## config.mk

```make
export PLATFORM = sky130hd
export DESIGN_NAME = rpsc_interlock_stage
export DESIGN_NICKNAME = d
export VERILOG_FILES = /design/src/rtl/rpsc_pkg.sv /design/src/rtl/rpsc_hold_timer.sv /design/src/rtl/rpsc_interlock_stage.sv
export SDC_FILE = /design/constraint.sdc
export NUM_CORES = 1
export LEC_CHECK = 0
export CORE_MARGIN = 10
export CORE_UTILIZATION = 25
export DETAILED_ROUTE_END_ITERATION = 16
export HOLD_SLACK_MARGIN = 0.08
export MAX_ROUTING_LAYER = met4
export SYNTH_ARGS = -nofsm -noshare
export SYNTH_HDL_FRONTEND = slang
export SYNTH_SLANG_ARGS = --single-unit
```

## constraint.sdc

```tcl
create_clock -name clk -period 4.9 [get_ports clk]
set_input_delay 0.98 -clock clk [delete_from_list [all_inputs] [get_ports clk]]
set_output_delay 0.98 -clock clk [all_outputs]
set_load 0.01 [all_outputs]
```

## src/rtl/rpsc_pkg.sv

```systemverilog
// Shared types, timing defaults (1.28 us clock) and helpers for RPSC interlock stages.
package rpsc_pkg;

    typedef enum logic [2:0] {
        S_IDLE = 3'd0,
        S_PERM = 3'd1,
        S_QUAL = 3'd2,
        S_OK   = 3'd3,
        S_TRIP = 3'd4
    } state_e;

    typedef enum logic [2:0] {
        C_NONE        = 3'd0,
        C_FAULT       = 3'd1,
        C_PS_LOST     = 3'd2,
        C_ACT_TIMEOUT = 3'd3,
        C_UNDERVOLT   = 3'd4
    } cause_e;

    localparam int unsigned DEF_CNT_W       = 22;
    localparam int unsigned DEF_QUAL_CYCLES = 1562500;  // 2 s
    localparam int unsigned DEF_UV_CYCLES   = 3125000;  // 4 s
    localparam int unsigned DEF_ACT_TIMEOUT = 3125000;  // 4 s

    // Index of the lowest set bit; 0 when the vector is empty.
    function automatic logic [4:0] lowest_set(input logic [31:0] v);
        logic [4:0] idx;
        idx = '0;
        for (int i = 31; i >= 0; i--) begin
            if (v[i]) idx = 5'(i);
        end
        return idx;
    endfunction

endpackage

```

## src/rtl/rpsc_hold_timer.sv

```systemverilog
// Saturating hold timer: counts enabled cycles, flags when the count equals target.
module rpsc_hold_timer #(
    parameter int unsigned CNT_W = 22
) (
    input  logic             clk,
    input  logic             reset,
    input  logic             clr,
    input  logic             en,
    input  logic [CNT_W-1:0] target,
    output logic             hit
);

    logic [CNT_W-1:0] cnt;

    // NOTE: sequential state uses non-blocking assignments so every flop samples pre-edge values.
    always_ff @(posedge clk or negedge reset) begin
        if (!reset) begin
            cnt <= '0;
        end else if (clr) begin
            cnt <= '0;
        end else if (en && cnt != '1) begin
            cnt <= cnt + CNT_W'(1);
        end
    end

    assign hit = (cnt == target);

endmodule

```

## src/rtl/rpsc_interlock_stage.sv

```systemverilog
// Chainable PS interlock stage: permission, feedback qualify, UV monitor, latched trips.
// Optional first-fault capture enabled by defining RPSC_FIRST_FAULT_EN.
module rpsc_interlock_stage
    import rpsc_pkg::*;
#(
    parameter int unsigned        N_FAULT     = 7,
    parameter logic [N_FAULT-1:0] FAULT_MASK  = '0,
    parameter int unsigned        CNT_W       = DEF_CNT_W,
    parameter int unsigned        QUAL_CYCLES = DEF_QUAL_CYCLES,
    parameter int unsigned        UV_CYCLES   = DEF_UV_CYCLES,
    parameter int unsigned        ACT_TIMEOUT = DEF_ACT_TIMEOUT
) (
    input  logic               clk,
    input  logic               reset,
    input  logic [N_FAULT-1:0] fault,
    input  logic               upstream_ok,
    input  logic               ps_act,
    input  logic               u_low,
    input  logic               alarm_clr,
    output logic               not_alarm,
    output logic               on_perm,
    output logic               stage_ok,
    output logic               not_u_low,
    output logic               tripped,
    output logic [2:0]         trip_cause,
    output logic [2:0]         state,
    output logic [4:0]         first_fault
);

    localparam logic [CNT_W-1:0] ACT_T  = CNT_W'(ACT_TIMEOUT - 1);
    localparam logic [CNT_W-1:0] QUAL_T = CNT_W'(QUAL_CYCLES - 1);
    localparam logic [CNT_W-1:0] UV_T   = CNT_W'(UV_CYCLES - 1);

    state_e             cur_st, state_nxt;
    cause_e             cause_q, cause_nxt;
    logic [N_FAULT-1:0] fault_act;
    logic               flt;
    logic               tmr_clr, tmr_en, tmr_hit;
    logic [CNT_W-1:0]   tmr_target;

    assign fault_act = fault & ~FAULT_MASK;
    assign flt       = |fault_act;

    rpsc_hold_timer #(.CNT_W(CNT_W)) u_timer (
        .clk    (clk),
        .reset  (reset),
        .clr    (tmr_clr),
        .en     (tmr_en),
        .target (tmr_target),
        .hit    (tmr_hit)
    );

    // Priority within each state: fault, then timer/feedback trips, then upstream loss, then advance.
    // NOTE: every always_comb output gets a default first so no path can infer a latch.
    always_comb begin
        state_nxt  = cur_st;
        cause_nxt  = cause_q;
        tmr_en     = 1'b0;
        tmr_target = '0;
        case (cur_st)
            S_IDLE: begin
                if (!flt && upstream_ok) state_nxt = S_PERM;
            end
            S_PERM: begin
                tmr_en     = 1'b1;
                tmr_target = ACT_T;
                if (flt) begin
                    state_nxt = S_TRIP;
                    cause_nxt = C_FAULT;
                end else if (tmr_hit) begin
                    state_nxt = S_TRIP;
                    cause_nxt = C_ACT_TIMEOUT;
                end else if (!upstream_ok) begin
                    state_nxt = S_IDLE;
                end else if (ps_act) begin
                    state_nxt = S_QUAL;
                end
            end
            S_QUAL: begin
                tmr_en     = ps_act;
                tmr_target = QUAL_T;
                if (flt) begin
                    state_nxt = S_TRIP;
                    cause_nxt = C_FAULT;
                end else if (!upstream_ok) begin
                    state_nxt = S_IDLE;
                end else if (!ps_act) begin
                    state_nxt = S_PERM;
                end else if (tmr_hit) begin
                    state_nxt = S_OK;
                end
            end
            S_OK: begin
                tmr_en     = u_low;
                tmr_target = UV_T;
                if (flt) begin
                    state_nxt = S_TRIP;
                    cause_nxt = C_FAULT;
                end else if (u_low && tmr_hit) begin
                    state_nxt = S_TRIP;
                    cause_nxt = C_UNDERVOLT;
                end else if (!ps_act) begin
                    state_nxt = S_TRIP;
                    cause_nxt = C_PS_LOST;
                end else if (!upstream_ok) begin
                    state_nxt = S_IDLE;
                end
            end
            S_TRIP: begin
                // Acknowledge only counts once the fault is gone; it is not remembered.
                if (alarm_clr && !flt) begin
                    state_nxt = S_IDLE;
                    cause_nxt = C_NONE;
                end
            end
            default: begin
                state_nxt = S_IDLE;
                cause_nxt = C_NONE;
            end
        endcase
        tmr_clr = (state_nxt != cur_st) || (cur_st == S_OK && !u_low);
    end

    // Outputs decode the next state so they change on the same edge as the state itself.
    always_ff @(posedge clk or negedge reset) begin
        if (!reset) begin
            cur_st    <= S_IDLE;
            cause_q   <= C_NONE;
            on_perm   <= 1'b0;
            stage_ok  <= 1'b0;
            tripped   <= 1'b0;
            not_alarm <= 1'b0;
            not_u_low <= 1'b1;
        end else begin
            cur_st    <= state_nxt;
            cause_q   <= cause_nxt;
            on_perm   <= (state_nxt == S_PERM) || (state_nxt == S_QUAL) || (state_nxt == S_OK);
            stage_ok  <= (state_nxt == S_OK);
            tripped   <= (state_nxt == S_TRIP);
            not_alarm <= ~flt;
            not_u_low <= (cur_st == S_OK) ? ~u_low : 1'b1;
        end
    end

    assign state      = cur_st;
    assign trip_cause = cause_q;

`ifdef RPSC_FIRST_FAULT_EN
    logic [4:0] first_fault_q;

    always_ff @(posedge clk or negedge reset) begin
        if (!reset) begin
            first_fault_q <= '0;
        end else if (cur_st != S_TRIP && state_nxt == S_TRIP && cause_nxt == C_FAULT) begin
            first_fault_q <= lowest_set(32'(fault_act));
        end else if (cur_st == S_TRIP && state_nxt != S_TRIP) begin
            first_fault_q <= '0;
        end
    end

    assign first_fault = first_fault_q;
`else
    assign first_fault = '0;
`endif

endmodule

```

==> results of run 1 <==
-- layer usage --
| layer | vias to the layer above | GRT usage |
|---|---|---|
| li1 | 875 | - |
| met4 | 0 | 0.01971 |
| met1 | 821 | 0.09991 |
| met2 | 38 | 0.1293 |
| met5 | - | - |
| met3 | 4 | 0.02706 |
-- metrics by stage --
step	instance area [sq um]	power (mW)
6_report	2516	0.6347
5_1_grt	2516	0.6584
4_1_cts	2516	0.6438
3_5_place_dp	2382	0.3345
3_3_place_gp	2382	0.3346
2_1_floorplan	2098	0.3150
-- worst max-delay path, stage by stage --
cell and delay, ns:
clkdlybuf4s50_1 0.67, a21oi_1 0.12, a211oi_1 0.35, o31a_1 0.56, nand3_1 0.22, o21a_1 0.21
o21ai_0 0.15, nor2_1 0.06
-- registers in the layout, indices dropped and copies added, names as in the netlist --
register,flops
tripped,1
state,3
u_timer.cnt,22
stage_ok,1
not_u_low,1
not_alarm,1
on_perm,1
trip_cause,3
-- power by group --
group          leakage [nW]  total [mW]  switching [mW]  internal, mW
combinational         0.555      0.0485          0.0281        0.0204
clock                0.0681       0.306           0.104         0.202
sequential            0.450       0.280         0.00539         0.275
total                  1.07       0.635           0.137         0.497
-- worst max path at each step --
| stage | startpoint | end | slack (ns) | cells past startpoint |
|---|---|---|---|---|
| floorplan | fault[3] | u_timer.cnt[0] | 2.39 | 6 |
| global placement | ps_act | u_timer.cnt[18] | 1.48 | 8 |
| detailed placement | ps_act | u_timer.cnt[18] | 1.45 | 8 |
| CTS | ps_act | u_timer.cnt[18] | 1.74 | 8 |
| global route | ps_act | u_timer.cnt[18] | 1.52 | 8 |
| finish | ps_act | u_timer.cnt[18] | 1.73 | 8 |
-- cells by family (layout without fill, tap and decap cells) --
kind of cell	count (synthesis)	after routing	share of synthesized area
simple gates	125	125	0.3057
compound gates	37	37	0.1321
flops	33	33	0.3970
xor+xnor	20	20	0.08409
buf+inv	19	36	0.05345
mux	4	4	0.01982
fa+ha+maj	1	1	0.006005
other cells	1	5	0.001800
-- cells in the mapped netlist, types with 2 or more instances --
library cell,instances,area (sq um)
nand2_1,35,131.4
nor2_1,33,123.9
dfrtp_1,32,800.8
xnor2_1,15,131.4
nand4_1,11,68.82
nand3_1,10,50.05
a21oi_1,9,45.04
and3_1,7,43.79
clkbuf_1,6,22.52
o21ai_0,6,30.03
buf_4,5,37.54
xor2_1,5,43.79
and4_1,4,35.03
and2_1,3,18.77
inv_1,3,11.26
mux2i_1,3,30.03
nor3_1,3,15.01
nor4_1,3,18.77
o21ai_1,3,15.01
and2_2,2,15.01
buf_2,2,10.01
buf_6,2,22.52
nor3_2,2,20.02
nor3b_1,2,15.01
or4_1,2,15.01
-- area by class of cell --
class	count	area share
Clock inverter	3	0.02586
Clock buffer	5	0.02735
Inverter	3	0.004475
Sequential cell	33	0.3287
Multi-Input combinational cell	192	0.4639
Tap cell	105	0.05221
Timing Repair Buffer	25	0.09746
==> results.md, run 1 <==
- Status: complete, no violations
- Worst r2r src: state[0]
- CP required: 5.04 ns
- Layout Skew: 0.01164 ns
- Synth Cell Area: 2083 sq um
- Path type of the worst min-delay path: register to register
- Setup TNS: 0 ns
- Number of routed nets with antenna violations: 0
- Hold Path End: trip_cause[2]
- Ys flop type: dfrtp_1
- Clk sink count: 33
- DR pass1 iterations: 4
- P_leak: 1.073 nW
- CTS tree: done
- Max Slew Vio Count: 0
- Hold path cells: 2
- Vias in the first global route: 1,736
- Nets: 274
- Area growth syn-to-layout: 20.78%
- RR Endpoint: u_timer.cnt[3]
- Max-Cap Viols: 0
- Clock latency on the worst-skew pair: 0.29 ns
- # hold bufs at CTS: 0
- Setup crit end kind: register
- Reg2Reg Setup Slack: 2.08 ns
- Die Y-Extent: 111.3 um
- Total Routed Length: 4.924 mm
- Clock slew at the register clock pins of the worst setup and hold paths: 0.08 ns
- Diode count: 0
- Max-slew headroom: 0.5477
- Fmax: 315.5 MHz
- Post-CTS Setup Repair Bufs: 0
- Vias per cell: 4.749
- IO Count: 29
- Post-synth ARST share: 1.000
- H-Tree Level Count: 2
- Worst setup SP type: primary input
- Met3 wire len: 260 um
- Post-Route M1 WL: 2.324 mm
- Initial antenna violation count: 0
- Synth Instances: 240
- Post-synth cell types: 57
- Initial Util: 0.2548
- Placed Cells: 358
- DIE AREA: 12,380 sq um
- R2r worst-path depth: 7
- Vias: 1,738
- Met2 WL post-DR: 2.301 mm
- 1st-iter DRT viols: 95
- Final core occ: 0.3078
- Final Hold Vio Count: 0
- Tightest Pin Transition: 0.6784 ns
- Core Rows: 33
- # DRC: 0
- Worst path arrival time: 3.31 ns
- Largest net degree at the start of global routing: 34
- Post-CTS Resized: 0
- Pwr Density: 252.3 nW/um^2
- Gr ovfl total: 0
- Max Used Layer: met4
- Most frequent cells in the layout: nand2_1, nor2_1, dfrtp_1, clkdlybuf4s50_1, xnor2_1
- Pre-CTS WS: 1.454 ns
- Die X: 111.3 um
- Clock Path Buffers: 2
- Most common cell after layout, fill and taps aside: nand2_1
- Post-DP HPWL: 3.491 mm
- GRT Resource Usage Total: 0.08245
- Crit path kind: primary input to register
- Crit Path Max Fanout: 16
- CTS root buf: clkbuf_8
- #FFs+latches synth: 33
- VDD IR max: 0.1061 mV
- Final critical-path required period: 3.169 ns
- Hold_sp: trip_cause[2]
- Routed len/inst: 13.45 um
- Finished Layout Cells: 366
- Synth Area per Inst: 8.680 sq um
- Fill count: 879
- Warnings from Yosys: 0
- Final Hold Slack: 0.4857 ns
- Core box area: 8175 sq um
- Num CTS Buffers: 5
- Layout cell share with drive strength beyond 1: 0.1034
- Setup-failing EPs final: 0
- Period utilization: 0.6468
- Final worst setup slack: 1.731 ns
- Register area: 827.0 sq um
- Footprint of the multi-input gates: 1167 sq um
- Port Buffer Count: 23
- EDFF count, synth: 0
- Register area share after synthesis: 0.3970
- RSZ-0062 raised after global routing: no
- GP Congestion: 0.8543
- Global-route wire length before repair: 8.535 mm
No activity file was read; power rests on OpenSTA's default activity.
==> run 2, diff against run 1 <==
clock period = 2.6 ns   (was 4.9 ns; I/O delays follow)
==> run 2 against run 1 <==
Final area increased by 6.4%. Clock-buffer cell count up 1. Global-route usage increased by 0.24 points. Clock skew fell by 0.0079 ns. Routed wire length increased by 12%. Critical path depth increased by 1. Combinational power rose to 2.9 times the previous value. Cell count up 5.5%.
==> results.md, run 2 (synthesized netlist as in run 1, its figures left out) <==
- Global-route wire length before repair: 8.790 mm
- Switching share of power: 0.2606
- Vias in the first global route: 1,761
- 1st-iter DRT viols: 90
- Biggest register: u_timer.cnt
- Final critical-path required period: 2.483 ns
- Tightest Pin Transition: 0.6562 ns
- Layout Skew: 0.003716 ns
- Vias per cell: 4.819
- Clock Path Buffers: 2
- Pwr Density: 388.9 nW/um^2
- Hold Path End: trip_cause[1]
- Max reg flops: 22
- CTS tree: done
- Worst setup SP type: primary input
- Period utilization: 0.9550
- VDD IR max: 0.1527 mV
- Initial Util: 0.2548
- Port Buffer Count: 23
- Path type of the worst min-delay path: register to register
- Crit Path Max Fanout: 10
- Max-slew headroom: 0.5625
- Most frequent cells in the layout: nand2_1, nor2_1, dfrtp_1, clkdlybuf4s50_1, buf_4
- Clock Power Share: 0.362
- Switch Pwr: 0.2713 mW
- Worst path arrival time: 2.70 ns
- Num CTS Buffers: 5
- Overall Power: 1.041 mW
- Nets: 294
- Clk sink count: 33
- Gr ovfl total: 0
- H-Tree Level Count: 2
- Hold_sp: trip_cause[1]
- Setup crit end kind: register
- Reg2Reg Setup Slack: 0.22 ns
- Hold path cells: 1
- Core box area: 8175 sq um
- Setup-failing EPs final: 0
- GP Congestion: 0.9076
- # hold bufs at CTS: 0
- Status: complete, no violations
- Layout cell share with drive strength beyond 1: 0.1708
- Clock latency on the worst-skew pair: 0.29 ns
- DR pass1 iterations: 4
- Max Slew Vio Count: 0
- Post-Route M1 WL: 2.628 mm
- Met2 WL post-DR: 2.550 mm
- Most common cell after layout, fill and taps aside: nand2_1
- IO Count: 29
- Core Rows: 33
- Post-DP HPWL: 3.700 mm
- CTS root buf: clkbuf_8
- Die X: 111.3 um
- Gate power share: 0.136
- Met3 wire len: 296 um
- Diode count: 0
- Final Hold Vio Count: 0
- Largest net degree at the start of global routing: 34
- GRT Resource Usage Total: 0.08487
- Max-Cap Viols: 0
- Number of routed nets with antenna violations: 0
- RR Endpoint: trip_cause[0]
- P_leak: 1.165 nW
- Area growth syn-to-layout: 28.47%
- Die Y-Extent: 111.3 um
- Routed len/inst: 14.34 um
- Fmax: 402.7 MHz
- Final Hold Slack: 0.4771 ns
- Vias: 1,860
- Int Pwr: 0.7697 mW
- DIE AREA: 12,380 sq um
- Clock slew at the register clock pins of the worst setup and hold paths: 0.07 ns
- Worst r2r src: u_timer.cnt[14]
- # DRC: 0
- R2r worst-path depth: 8
- CP required: 2.82 ns
- Crit path kind: primary input to register
- Seq pwr share: 0.503
- Max Used Layer: met4
- Initial antenna violation count: 0
- Total Routed Length: 5.535 mm
run 2: changes by cell type in the layout (fill, tap and decap cells not counted), sizes merged:
| cell | before | now |
|---|---|---|
| bufinv | 2 | 0 |
| buf | 2 | 21 |
| clkbuf | 5 | 6 |
| clkinv | 1 | 2 |
| a31oi | 2 | 3 |
run 2: timing repair:
item	in CTS	in global routing
resized for setup	0	3
setup endpoints to repair	0	22
buffers inserted	0	2
run 2: area by class of cell:
class | count | area, sq um
Fill cell | 859 | 5499
Multi-Input combinational cell | 193 | 1199
Clock buffer | 6 | 72.57
Tap cell | 105 | 131.4
Inverter | 3 | 11.26
Timing Repair Buffer | 44 | 425.4
Sequential cell | 33 | 827.0
Clock inverter | 2 | 10.01
run 2: per-layer routing:
metal  up-vias  global-route usage
met5         -                   -
met4         0             0.02314
met3        12             0.02706
met2        47              0.1325
met1       880              0.1028
li1        921                   -
run 2: through the flow:
stage	utilization	worst slack (ns)	instances	instance area [sq um]	setup TNS, ns
after floorplan	-	0.4735	244	2098	0
after global placement	0.3085	-0.02133	375	2522	-0.1440
after detailed placement	0.3085	-0.1067	375	2522	-2.093
after CTS	0.3186	0.09837	383	2605	0
after global routing	0.3274	-0.05153	386	2676	-0.6255
final	0.3274	0.1169	386	2676	0
run 2: worst max path at each step:
stage / cells past startpoint / slack (ns) / end / startpoint
after global placement: 7 / -0.02 / u_timer.cnt[18] / fault[3]
after detailed placement: 7 / -0.11 / u_timer.cnt[10] / fault[3]
after floorplan: 9 / 0.47 / u_timer.cnt[18] / state[2]
final: 9 / 0.12 / u_timer.cnt[2] / fault[3]
after CTS: 7 / 0.1 / u_timer.cnt[12] / u_timer.cnt[9]
after global routing: 9 / -0.05 / u_timer.cnt[14] / fault[3]
run 2: critical path: stages:
cell and delay (ns):
clkdlybuf4s50_1 0.40, nor4_1 0.37, nand2_1 0.19, o21ai_0 0.29
nand3b_1 0.16, a31oi_2 0.34, a31oi_4 0.16, buf_12 0.18
nor2_1 0.10
run 2: power groups by stage:
| stage | clock, mW | sequential, mW | combinational (mW) |
|---|---|---|---|
| floorplan | 0 | 0.534 | 0.0597 |
| global placement | 0 | 0.532 | 0.104 |
| detailed placement | 0 | 0.533 | 0.105 |
| CTS | 0.392 | 0.523 | 0.105 |
| global route | 0.410 | 0.523 | 0.150 |
| finish | 0.377 | 0.523 | 0.141 |
